### src/rtl/fifo_pkg.sv
// Shared FIFO-side definitions: default widths and the drain FSM encoding.
package fifo_pkg;

   localparam int unsigned FWIDTH_DEF  = 32;
   localparam int unsigned FDEPTH_DEF  = 4;
   localparam int unsigned FCWIDTH_DEF = 3;
   localparam int unsigned BWIDTH_DEF  = 8;
   localparam int unsigned CNTW_DEF    = 16;

   typedef enum logic {
      ST_IDLE = 1'b0,
      ST_SEND = 1'b1
   } drain_state_e;

   // Beat-index width; a single-beat word still needs a 1-bit index vector.
   function automatic int unsigned idx_width(input int unsigned nb);
      return (nb > 1) ? $clog2(nb) : 1;
   endfunction

endpackage

### src/rtl/fifo_beat_mux.sv
// Selects beat idx out of a FIFO word, ordering beats MSB-first or LSB-first.
module fifo_beat_mux
   import fifo_pkg::*;
#(
   parameter int unsigned FWIDTH    = FWIDTH_DEF,
   parameter int unsigned BWIDTH    = BWIDTH_DEF,
   parameter bit          MSB_FIRST = 1'b1,
   parameter int unsigned IDXW      = idx_width(FWIDTH / BWIDTH)
) (
   input  logic [FWIDTH-1:0] word,
   input  logic [IDXW-1:0]   idx,
   output logic [BWIDTH-1:0] beat_c
);

   localparam int unsigned NB = FWIDTH / BWIDTH;

   logic [IDXW-1:0] slot_c;

   // Map beat order onto a physical slot (slot 0 = least significant bits).
   always_comb begin
      slot_c = MSB_FIRST ? (IDXW'(NB - 1) - idx) : idx;
      beat_c = word[32'(slot_c) * BWIDTH +: BWIDTH];
   end

endmodule

### src/rtl/fifo_byte_drain.sv
// Pops words from the FIFO and streams them out as valid/ready beats; owns FIFO clear.
module fifo_byte_drain
   import fifo_pkg::*;
#(
   parameter int unsigned FWIDTH    = FWIDTH_DEF,
   parameter int unsigned BWIDTH    = BWIDTH_DEF,
   parameter bit          MSB_FIRST = 1'b1,
   parameter int unsigned CNTW      = CNTW_DEF
) (
   input  logic              Clk,
   input  logic              RstN,
   input  logic              En,
   input  logic              FlushN,
   input  logic [FWIDTH-1:0] F_Data,
   input  logic              F_EmptyN,
   output logic              FOutN,
   output logic              FClrN,
   output logic [BWIDTH-1:0] B_Data,
   output logic              B_Valid,
   output logic              B_Last,
   input  logic              B_Ready,
   output logic              Busy,
   output logic [CNTW-1:0]   Words_Sent
);

   localparam int unsigned     NB       = FWIDTH / BWIDTH;
   localparam int unsigned     IDXW     = idx_width(NB);
   localparam logic [IDXW-1:0] LAST_IDX = IDXW'(NB - 1);

   drain_state_e      state_q, state_d;
   logic [FWIDTH-1:0] word_q, word_d;
   logic [IDXW-1:0]   idx_q, idx_d;
   logic [CNTW-1:0]   sent_q, sent_d;
   logic [BWIDTH-1:0] bdata_q, bdata_d;
   logic              bvalid_q, bvalid_d;
   logic              blast_q, blast_d;
   logic              pop_c;
   logic              accept_c;
   logic [BWIDTH-1:0] beat_c;

   // Beat selected from the next-cycle word/index so the output beat can be registered.
   fifo_beat_mux #(
      .FWIDTH    (FWIDTH),
      .BWIDTH    (BWIDTH),
      .MSB_FIRST (MSB_FIRST),
      .IDXW      (IDXW)
   ) u_beat_mux (
      .word   (word_d),
      .idx    (idx_d),
      .beat_c (beat_c)
   );

   // Next-state, pop decision and next registered outputs; flush overrides everything.
   always_comb begin
      state_d  = state_q;
      word_d   = word_q;
      idx_d    = idx_q;
      sent_d   = sent_q;
      pop_c    = 1'b0;
      accept_c = (state_q == ST_SEND) && B_Ready;

      if (!FlushN) begin
         state_d = ST_IDLE;
         word_d  = '0;
         idx_d   = '0;
      end else if (state_q == ST_IDLE) begin
         if (En && F_EmptyN) begin
            pop_c   = 1'b1;
            word_d  = F_Data;
            idx_d   = '0;
            state_d = ST_SEND;
         end
      end else if (accept_c) begin
         if (idx_q != LAST_IDX) begin
            idx_d = idx_q + IDXW'(1);
         end else begin
            sent_d = sent_q + CNTW'(1);
            idx_d  = '0;
            if (En && F_EmptyN) begin
               // Back-to-back reload: no bubble between words.
               pop_c  = 1'b1;
               word_d = F_Data;
            end else begin
               state_d = ST_IDLE;
            end
         end
      end

      // No pop strobe while the block is held in reset.
      pop_c = pop_c && RstN;

      bvalid_d = (state_d == ST_SEND);
      blast_d  = bvalid_d && (idx_d == LAST_IDX);
      bdata_d  = bvalid_d ? beat_c : '0;
   end

   // State, word holding register, beat index, counter and output registers.
   always_ff @(posedge Clk or negedge RstN) begin
      if (!RstN) begin
         state_q  <= ST_IDLE;
         word_q   <= '0;
         idx_q    <= '0;
         sent_q   <= '0;
         bdata_q  <= '0;
         bvalid_q <= 1'b0;
         blast_q  <= 1'b0;
      end else begin
         state_q  <= state_d;
         word_q   <= word_d;
         idx_q    <= idx_d;
         sent_q   <= sent_d;
         bdata_q  <= bdata_d;
         bvalid_q <= bvalid_d;
         blast_q  <= blast_d;
      end
   end

   assign FOutN      = ~pop_c;
   assign FClrN      = FlushN | ~RstN;
   assign B_Data     = bdata_q;
   assign B_Valid    = bvalid_q;
   assign B_Last     = blast_q;
   assign Busy       = (state_q == ST_SEND);
   assign Words_Sent = sent_q;

endmodule

### config.mk
export PLATFORM = sky130hd
export DESIGN_NAME = fifo_byte_drain
export DESIGN_NICKNAME = d
export VERILOG_FILES = /design/src/rtl/fifo_pkg.sv /design/src/rtl/fifo_beat_mux.sv /design/src/rtl/fifo_byte_drain.sv
export SDC_FILE = /design/constraint.sdc
export NUM_CORES = 1
export LEC_CHECK = 0
export ABC_AREA = 1
export CAP_MARGIN = 10
export CORE_MARGIN = 2
export CORE_UTILIZATION = 55
export DETAILED_ROUTE_END_ITERATION = 6
export PLACE_DENSITY = 0.85
export SLEW_MARGIN = 5
export SYNTH_ARGS = -nofsm -noshare
export SYNTH_HDL_FRONTEND = slang
export SYNTH_SLANG_ARGS = --single-unit
### constraint.sdc
create_clock -name Clk -period 4.89 [get_ports Clk]
set_clock_uncertainty 0.1 [all_clocks]
set_input_delay 0.489 -clock Clk [delete_from_list [all_inputs] [get_ports Clk]]
set_output_delay 0.489 -clock Clk [all_outputs]
set_load 0.01 [all_outputs]
==> results of run 1 <==
==> logic make-up after synthesis <==
family                   after synthesis  synth area share
AO/OA/AOI/OAI                         12           0.02015
XOR/XNOR                              16           0.04662
adder cells (fa/ha/maj)                2          0.007901
buffers and inverters                120            0.1561
flip-flops                            60            0.4741
AND/OR/NAND/NOR                      189            0.2951
==> how the worst min path moves through the flow <==
stage | to | from | depth (start not counted) | slack [ns]
2_1_floorplan | B_Data[0]$_DFF_PN0_ | RstN | 0 | 0.09
3_3_place_gp | word_q[25]$_DFF_PN0_ | RstN | 1 | 0.33
3_5_place_dp | word_q[25]$_DFF_PN0_ | RstN | 1 | 0.33
4_1_cts | Words_Sent[15]$_DFFE_PN0P_ | Words_Sent[15]$_DFFE_PN0P_ | 1 | 0.38
5_1_grt | Words_Sent[15]$_DFFE_PN0P_ | Words_Sent[15]$_DFFE_PN0P_ | 1 | 0.40
6_report | Words_Sent[15]$_DFFE_PN0P_ | Words_Sent[15]$_DFFE_PN0P_ | 1 | 0.38
==> stage by stage <==
stage	cells	instance area (µm²)
after floorplan	399	3167
after global placement	525	3834
after detailed placement	525	3834
after CTS	542	4045
after global routing	542	4045
final	542	4045
==> critical path, stage by stage <==
cell	delay (ns)
clkdlybuf4s50_1	0.88
buf_4	0.38
nand3_1	0.11
clkdlybuf4s50_1	0.51
==> flip-flops by register name (all words and copies together), names as in the netlist <==
signal	cells
B_Last	1
Words_Sent	16
B_Valid	1
word_q	32
B_Data	8
idx_q	2
==> what timing repair did <==
action | 4_1_cts | 5_1_grt
hold endpoints to repair | 13 | 0
hold buffers | 1 | 0
endpoints found under the setup margin | 0 | 0
gates resized for setup | 0 | 0
==> where the power goes <==
part	total (mW)	switching [mW]	internal [mW]
clock	0.457	0.197	0.259
combinational	0.148	0.0855	0.0623
sequential	0.524	0.00749	0.517
==> final cells by class <==
class                      count  share of cell area
sequential                    60              0.3712
clock buffer                  11             0.03743
multi-input combinational    219              0.2895
timing repair buffer          69              0.1683
tap                           72             0.02227
inverter                     106             0.09898
clock inverter                 5             0.01237
==> cell usage after synthesis (all sizes together) <==
library cell,n
inv,106
nand2,95
nand3,66
dfrtp,60
buf,12
a21oi,11
nor2,10
xor2,10
nand3b,8
nand4,7
xnor2,6
nor3,3
clkbuf,2
ha,2
o21ai,1
==> per-layer routing <==
layer  track usage  part of all wire
met4        0.1136             0.025
met5             0                 0
met3       0.04186             0.058
met1        0.3191              0.42
met2        0.4058              0.50
==> results.cfg, run 1 <==
[worst_setup_path]
crit_arrival_ns = 2.38
startpoint_type = input port
cp-startpoint = FlushN
r2r-end = B_Data[0]$_DFF_PN0_
critPathKind = in2out
critPathMaxFanout = 22
regToRegStartpoint = idx_q[1]$_DFF_PN0_
r2r_cells = 9
worst_ep_required_time_ns = 4.30
cp-end-kind = output port
endpoint = FOutN
r2r_slack_ns = 2.43

[final_layout]
diodes = 0
nets = 505
final_cell_mix = inv_1, nand2_1, nand3_1, clkdlybuf4s50_1, dfrtp_1
drive_above_1_share = 0.08511
area.sequential_mm2 = 0.001501
syn_to_final_growth_pct = 27.74
fillerInstances = 409
multi_input_area_mm2 = 0.001171
fin_util = 0.7301
layout_commonest_cell = inv_1

[place]
post-place-ws_ns = 1.941
gp_congestion = 0.8181
io_buffers = 66
hpwl_um = 4922

[routing]
vias_per_cell = 5.083
ant_nets = 0
vias = 2755
dr.pass1.iters = 4
wl_um = 7311
avgRoutedWirePerCell_um = 13.49
drtIter0Drc = 157
drc = 0

[grt]
antenna_found_initial = 0
grt_first_pass_wirelength_um = 12110
overflow = 0
grt_pass1_vias = 2663
grt_usage = 0.2472
grt_max_degree = 48

[clock_tree]
cts_made_buffers = 9
clk_path_buf_depth = 2
cts-root-buf = clkbuf_8
clk_pin_slew_ns = 0.07
cts_max_level = 3
post_cts_buffers = 0
clock-sinks = 60
clk_latency_ns = 0.34
cts_tree = built

[logic_synthesis]
netlist.area_leader.share = 0.4741
ys_types = 28
yosys-top-cells-area = dfrtp_1, inv_1, nand3_1, nand2_1, xor2_1
syn_nets = 439
synth_largest_area_cell = dfrtp_1
yosysSeqAreaShare = 0.4741
synthCells = 399
synth.avg_cell_area_um2 = 7.937
ys_seq_elements = 60
syn-cell-area_mm2 = 0.003167
ys_warn_count = 0

[floorplan]
ios = 67
fp.dieH_um = 79.88
fp.dieW_um = 79.88
rows = 27
coreArea_mm2 = 0.005540
start_util = 0.5716
die_area_mm2 = 0.006381

[sta]
hold_ws_ns = 0.3793
worst_pin_slew_ns = 0.6500
finalSetupViolations = 0
fin_crit_ns = 2.973
slew_viol_final = 0
slew_headroom = 0.5651
hold_viol_final = 0
setup-tns-final_ns = 0
timing.final.ws_setup_ns = 1.917
period_share = 0.6080
max_freq_mhz = 336.3
rsz0062_at_grt = no

[run]
maxCapViolCount = 0

[power_and_ir_drop]
ir_drop_uv = 186.6
leakagePower_nw = 2.348
p_per_area_mw_per_mm2 = 279.0
total_power_mw = 1.128

[worst_hold_path]
min_path_type = reg2reg

[outcome]
outcome = completed
Power figures use the tool's default switching activity.
==> run 2: changes to the inputs <==
CORE_UTILIZATION = 46   (was 55)
PLACE_DENSITY = 0.76   (was 0.85)
clock period = 2.5 ns   (was 4.89 ns; I/O delays follow)
==> run 2 against run 1 <==
Compared with the run above:
- critical endpoint unchanged
- final area is 0.12% higher
- core utilization is 13 points lower
- largest power group unchanged
- critical path depth is 1 higher
- clock-buffer cell count stayed put
==> results.cfg, run 2 (synthesis results as in run 1) <==
[grt]
overflow = 0
grt_pass1_vias = 2581
grt_max_degree = 44
antenna_found_initial = 0
grt_usage = 0.1951
grt_first_pass_wirelength_um = 11590

[place]
io_buffers = 66
post-place-ws_ns = 0.2006
hpwl_um = 4838
gp_congestion = 0.8005

[routing]
wl_um = 6774
vias = 2661
avgRoutedWirePerCell_um = 12.29
drc = 0
vias_per_cell = 4.829
dr.pass1.iters = 5
drtIter0Drc = 117
ant_nets = 0

[worst_setup_path]
crit_arrival_ns = 1.95
cp-end-kind = output port
worst_ep_required_time_ns = 2.15
critPathKind = reg2out
r2r_slack_ns = 0.53
startpoint_type = flip-flop
critPathMaxFanout = 9

[clock_tree]
clock-sinks = 60
cts-root-buf = clkbuf_8
post_cts_buffers = 0
cts_made_buffers = 9
clk_pin_slew_ns = 0.07
cts_max_level = 3
cts_tree = built
clk_path_buf_depth = 2
clk_latency_ns = 0.33

[sta]
setup-tns-final_ns = 0
rsz0062_at_grt = no
timing.final.ws_setup_ns = 0.1988
slew_headroom = 0.5952
period_share = 0.9205
worst_pin_slew_ns = 0.6051
finalSetupViolations = 0
fin_crit_ns = 2.301
hold_viol_final = 0
slew_viol_final = 0
max_freq_mhz = 434.6

[final_layout]
fin_util = 0.6028
nets = 508
syn_to_final_growth_pct = 27.89
diodes = 0
final_cell_mix = inv_1, nand2_1, nand3_1, clkdlybuf4s50_1, dfrtp_1
drive_above_1_share = 0.08493
largest_register_ffs = 32
largest-register = word_q
layout_commonest_cell = inv_1

[worst_hold_path]
min_path_type = in2async

[run]
maxCapViolCount = 0

[floorplan]
ios = 67
die_area_mm2 = 0.007564
start_util = 0.4713
coreArea_mm2 = 0.006719
fp.dieW_um = 86.97
fp.dieH_um = 86.97
rows = 30

[power_and_ir_drop]
p_per_area_mw_per_mm2 = 520.9
leakagePower_nw = 2.343
ir_drop_uv = 264.0

[outcome]
outcome = completed
run 2: cell count changes in the layout (fill, tap and decap cells not counted), sizes merged:
cell and delta:
buf +3, clkinv -2
run 2: layout make-up:
type / instances / area [µm²]
fillers: 597 / 2669
flip-flops and latches: 60 / 1501
multi-input cells: 219 / 1174
repair buffers: 72 / 703.2
inverters: 106 / 400.4
clock buffers: 11 / 131.4
well taps: 80 / 100.1
clock inverters: 3 / 40.04
run 2: where the power goes:
group          internal [mW]  switching [mW]
clock network          0.447           0.351
registers               1.01          0.0141
logic                  0.125           0.162
total                   1.58           0.527
run 2: layer usage:
layer / track usage / vias to the layer above / share of wire
met4: 0.07528 / 0 / 0.018
met3: 0.03697 / 14 / 0.061
li1: - / 1335 / -
met1: 0.2576 / 1212 / 0.45
met2: 0.3178 / 100 / 0.47
met5: 0 / - / 0
run 2: through the flow:
step	hold slack [ns]	cell area, µm²	cells	total power, mW
after floorplan	-0.1456	3167	399	1.203
after global placement	0.1324	3866	536	1.322
after detailed placement	0.1343	3866	536	1.329
after CTS	0.3183	4048	551	2.129
after global routing	0.3532	4050	551	2.211
final	0.3106	4050	551	2.110
run 2: path summary, 6_finish.rpt:
path                                               to  depth (start not counted)                  startpoint
setup / recovery                                FOutN                          5          idx_q[0]$_DFF_PN0_
hold / removal                    B_Data[3]$_DFF_PN0_                          2                        RstN
setup reg to reg                  B_Data[0]$_DFF_PN0_                          9          idx_q[0]$_DFF_PN0_
hold reg to reg            Words_Sent[15]$_DFFE_PN0P_                          1  Words_Sent[15]$_DFFE_PN0P_
max in group asynchronous         word_q[3]$_DFF_PN0_                          3                        RstN
min in group Clk           Words_Sent[15]$_DFFE_PN0P_                          1  Words_Sent[15]$_DFFE_PN0P_
run 2: repair_timing:
item | 4_1_cts | 5_1_grt
endpoints found under the setup margin | 0 | 1
hold endpoints to repair | 17 | 0
hold buffers | 1 | 0
resized for setup | 0 | 1
run 2: worst max-delay path: stages (launching register included):
cell             delay [ns]
dfrtp_1                0.38
ha_1                   0.23
a21oi_1                0.26
nor2_2                 0.13
nand3_1                0.09
clkdlybuf4s50_1        0.54
